<file path="src/rtl/mul_pkg.sv">
// Shared constants for the sequential 8x8 shift-and-add multiplier.
package mul_pkg;

  localparam int MUL_STEPS = 8;
  localparam int PROD_W    = 16;

  typedef enum logic [1:0] {
    ST_IDLE = 2'd0,
    ST_RUN  = 2'd1,
    ST_DONE = 2'd2
  } state_e;

endpackage

</file>
<file path="src/rtl/mul_8_add_step.sv">
// One add step of the multiplier: ripple-carry 8-bit add of the running high
// half and the gated multiplicand, carry kept as bit 8 of the result.
module mul_8_add_step (
  input  logic [7:0] hi_i,
  input  logic [7:0] addend_i,
  output logic [8:0] sum_o
);

  logic [8:0] carry;

  assign carry[0] = 1'b0;

  for (genvar i = 0; i < 8; i++) begin : g_fa
    assign sum_o[i]    = hi_i[i] ^ addend_i[i] ^ carry[i];
    assign carry[i+1]  = (hi_i[i] & addend_i[i]) | (carry[i] & (hi_i[i] ^ addend_i[i]));
  end

  assign sum_o[8] = carry[8];

endmodule

</file>
<file path="src/rtl/mul_8_shift_add.sv">
// Sequential 8x8 unsigned shift-and-add multiplier, one add/shift per clock.
// Optional MUL_ZERO_BYPASS_EN: zero operands skip the RUN phase.
module mul_8_shift_add
  import mul_pkg::*;
#(
  parameter int WIDTH = 8
) (
  input  logic                 clk,
  input  logic                 rst,
  input  logic                 start,
  input  logic [WIDTH-1:0]     a,
  input  logic [WIDTH-1:0]     b,
  output logic                 ready,
  output logic                 busy,
  output logic                 done,
  output logic [2*WIDTH-1:0]   product
);

  state_e             state_q, state_d;
  logic [2:0]         count_q, count_d;
  logic [WIDTH-1:0]   mcand_q, mcand_d;
  logic [WIDTH-1:0]   hi_q, hi_d;
  logic [WIDTH-1:0]   lo_q, lo_d;
  logic [2*WIDTH-1:0] product_q, product_d;

  logic [WIDTH-1:0]   addend;
  logic [WIDTH:0]     step_sum;

  assign addend = lo_q[0] ? mcand_q : '0;

  mul_8_add_step u_add_step (
    .hi_i     (hi_q),
    .addend_i (addend),
    .sum_o    (step_sum)
  );

  always_comb begin
    state_d   = state_q;
    count_d   = count_q;
    mcand_d   = mcand_q;
    hi_d      = hi_q;
    lo_d      = lo_q;
    product_d = product_q;

    case (state_q)
      ST_RUN: begin
        // Carry lands in hi[7] because the full 9-bit sum shifts in on top.
        {hi_d, lo_d} = {step_sum, lo_q[WIDTH-1:1]};
        count_d      = count_q + 3'd1;
        if (count_q == 3'(MUL_STEPS - 1)) begin
          state_d   = ST_DONE;
          product_d = {step_sum, lo_q[WIDTH-1:1]};
        end
      end
      ST_IDLE, ST_DONE: begin
        if (start) begin
          mcand_d = a;
          lo_d    = b;
          hi_d    = '0;
          count_d = 3'd0;
          state_d = ST_RUN;
`ifdef MUL_ZERO_BYPASS_EN
          if ((a == '0) || (b == '0)) begin
            state_d   = ST_DONE;
            product_d = '0;
          end
`endif
        end else begin
          state_d = ST_IDLE;
        end
      end
      default: state_d = ST_IDLE;
    endcase
  end

  always_ff @(posedge clk) begin
    if (rst) begin
      state_q   <= ST_IDLE;
      count_q   <= 3'd0;
      product_q <= '0;
    end else begin
      state_q   <= state_d;
      count_q   <= count_d;
      product_q <= product_d;
    end
  end

  // Operand/shift registers are always reloaded on an accepted start.
  always_ff @(posedge clk) begin
    mcand_q <= mcand_d;
    hi_q    <= hi_d;
    lo_q    <= lo_d;
  end

  assign ready   = (state_q != ST_RUN);
  assign busy    = (state_q == ST_RUN);
  assign done    = (state_q == ST_DONE);
  assign product = product_q;

endmodule

</file>
<file path="config.mk">
export PLATFORM = sky130hd
export DESIGN_NAME = mul_8_shift_add
export DESIGN_NICKNAME = d
export VERILOG_FILES = /design/src/rtl/mul_pkg.sv /design/src/rtl/mul_8_add_step.sv /design/src/rtl/mul_8_shift_add.sv
export SDC_FILE = /design/constraint.sdc
export NUM_CORES = 1
export LEC_CHECK = 0
export CORE_AREA = 2 2 67 69
export DETAILED_ROUTE_END_ITERATION = 10
export DIE_AREA = 0 0 69 71
export HOLD_SLACK_MARGIN = 0.12
export PLACE_DENSITY = 0.87
export SETUP_SLACK_MARGIN = 0.5
export SYNTH_ARGS = -nofsm -noshare
export SYNTH_HDL_FRONTEND = slang
export SYNTH_HIERARCHICAL = 1
export SYNTH_SLANG_ARGS = --single-unit
</file>
<file path="constraint.sdc">
create_clock -name clk -period 3.9 [get_ports clk]
set_input_delay 0.78 -clock clk [delete_from_list [all_inputs] [get_ports clk]]
set_output_delay 0.78 -clock clk [all_outputs]
set_load 0.1 [all_outputs]
</file>
==> results_dict.tcl <==
set metrics [dict create \
    fin_worst_skew_ns 0.00723 \
    period_minus_slack_ns 3.47 \
    gp_congestion 0.731 \
    synth_compound_gate_area_share_pct 1.31 \
    cpLargestDelayFamily "adder cells" \
    grt_use_total_pct 16.9 \
    max_cap_violations 0 \
    synth_top_family_by_area "simple AND/OR/NAND/NOR gates" \
    synthAdderAreaFrac_pct 8.46 \
    clk_latency_ns 0.30 \
    multi_input_area_um2 870 \
    num_vias 1271 \
    via_per_inst 4.95 \
    crit_fanout 2 \
    drc 0 \
    hold_viol 0 \
    critPathCaptureType "register" \
    die-area_mm2 0.00490 \
    synth_nets 194 \
    synth_cell_types 25 \
    hold_class "register to register" \
    nets 233 \
    synth_area_mm2 0.00210 \
    dpl.hpwl_um 2610 \
    synth_top_area_share_pct 34.3 \
    cts_buffers 5 \
    yosysSeqAreaShare_pct 54.3 \
    finalSetupTns_ns 0 \
    min_period_over_period_pct 89.1 \
    drive_gt1_share_pct 12.7 \
    worst-path-buf-inv 4 \
    die_w_um 69 \
    syn_to_final_growth_pct 26.3 \
    cpMaxStageDelayCell "edfxtp_1" \
    grt_pass1_wl_um 6260 \
    tightestPinTransition_ns 1.05 \
    ir_worst_vdd_v 0.000243 \
    first_global_vias 1296 \
    antenna_found_initial 0 \
    fp.dieH_um 71 \
    clock_power_share_pct 37.3 \
    slew_headroom_pct 30.1 \
    async_flop_share_pct 0 \
    fin_area_mm2 0.00265 \
    htree_levels 2 \
    path_cells "and2_1 -> ha_2 -> inv_2 -> fa_2 -> inv_2 -> fa_2 -> fa_2 -> fa_2 -> fa_2 -> fa_2 -> inv_2 -> fa_1 -> inv_1 -> nand2b_1 -> mux2i_1" \
    dr.pass1.iters 4 \
    yosysWarnings 6 \
    crit_required_ns 4.13 \
    placed_area_mm2 0.00250 \
    path_clk_slew_ns 0.09 \
    outcome "completed" \
    syn_inst 165 \
    crit_path_start "lo_q[0]" \
    fillers 351 \
    setup_viol 0 \
    synth_top_area_cell "edfxtp_1" \
    power.share.sequential_pct 49.2 \
    rsz0062_at_grt "true" \
    tritoncts "yes" \
    yosys.area_share.simple_pct 18.5 \
    p_per_area_mw_per_mm2 422 \
    synth_flop_cell "edfxtp_1" \
    syn_avg_cell_area_um2 12.7 \
    fmaxAchievable_mhz 288 \
    slew_viol_final 0 \
    num_antenna_cells 0 \
    antenna_left 0 \
    final_cell_mix "nand2b_1 (35), clkdlybuf4s50_1 (35), edfxtp_1 (24)" \
    pwr-share-comb_pct 13.6 \
    grt_max_degree 25 \
    yosys.area_share.xor_xnor_pct 0.417 \
    p_sw_share_pct 23.1 \
    row_count 24 \
    cts-root-buf "clkbuf_8" \
    port_buffers 37 \
    seqCellArea_mm2 0.00114 \
    start_util_pct 50.0 \
    clockBufferDepth 2 \
    numClockSinks 45 \
    cp_common_cell "fa_2" \
    critPathMaxStageDelay_ns 0.42 \
    power.internal_mw 0.862 \
    p_sw_mw 0.259 \
    timing.hold.ws_ns 0.474 \
    ioPinCount 38 \
    power_leakage_nw 0.974 \
    ys_top_cells_by_area "edfxtp_1 (34%), dfxtp_1 (20%), nand2b_1 (10%)" \
    drtIter0Drc 50 \
    reg2reg_from "lo_q[0]" \
    avgRoutedWirePerCell_um 14.8 \
    synth_edf_count 24 \
    grt_remaining_overflow 0 \
    synth_mux_area_share_pct 11.9 \
    coreArea_mm2 0.00420 \
    holdBufCountCts 0 \
    wl_um 3800 \
    cp-start-kind "register" \
    crit_type "register to register" \
    worstHoldStart "count_q[2]" \
    ys_ff_latch 45 \
    crit_arrival_ns 3.71 \
]
## cell families after synthesis
group                      count (synthesis)
DFF                                       45
and+or+nand+nor                           59
muxes                                     24
AOI/OAI and AO/OA                          4
buffers and inverters                     22
adders and majority gates                 10
xor gates and xnor gates                   1
## worst register-to-register path, cell delays in order (launching register included)
cell	delay, ns
edfxtp_1	0.42
and2_1	0.16
ha_2	0.17
inv_2	0.05
fa_2	0.18
inv_2	0.04
fa_2	0.33
fa_2	0.35
fa_2	0.34
fa_2	0.35
fa_2	0.34
inv_2	0.06
fa_1	0.37
inv_1	0.08
nand2b_1	0.05
mux2i_1	0.12
## layout make-up
type	count	area share (%)
Sequential cell	45	43.0
Multi-Input combinational cell	98	32.8
Timing Repair Buffer	40	14.8
Clock buffer	5	2.59
Clock inverter	3	2.45
Tap cell	52	2.45
Inverter	14	1.98
## metal layers
layer / global-route usage (%) / vias to the layer above / wire [µm]
met3: 4.84 / 6 / 143
met2: 29.1 / 25 / 1910
met1: 19.5 / 619 / 1670
met5: 0 / - / 0
met4: 7.84 / 0 / 79
li1: - / 621 / -
## flip-flops by register name, indices dropped and copies added, names as in the netlist
signal and flops:
state_q 2, product 16, mcand_q 8, count_q 3, hi_q 8, lo_q 8
## per-stage QoR
step	setup slack, ns	instances	util (%)	power (mW)
after global routing	0.276	257	63.1	1.17
final	0.425	257	63.1	1.12
after detailed placement	0.314	248	59.6	0.710
after global placement	0.438	248	59.6	0.704
after CTS	0.433	257	62.9	1.13
after floorplan	0.500	165	-	0.657
## synth_stat cells (all sizes together), types with 2 or more instances
master   instances
and2            16
buf              3
clkbuf           5
dfxtp           21
edfxtp          24
fa               7
ha               3
inv             14
mux2             8
mux2i           16
nand2b          35
nand4bb          2
nor2b            2
o41ai            2
## power groups by stage
stage               sequential, mW  clock (mW)  combinational, mW
floorplan                    0.558           0             0.0996
global placement             0.562           0              0.142
detailed placement           0.563           0              0.146
CTS                          0.552       0.426              0.152
global route                 0.555       0.445              0.170
finish                       0.551       0.418              0.152
## path summary, 6_finish.rpt
check / end / slack [ns] / cells past startpoint
setup / recovery: product[14] / 0.43 / 15
hold / removal: count_q[2] / 0.47 / 2
setup reg to reg: product[14] / 0.43 / 15
hold reg to reg: count_q[2] / 0.47 / 2
## what timing repair did
| action | 4_1_cts | 5_1_grt |
|---|---|---|
| endpoints found under the setup margin | 3 | 3 |
| resized for setup | 1 | 5 |
| buffers inserted | 1 | 0 |
No activity file was read; power rests on OpenSTA's default activity.
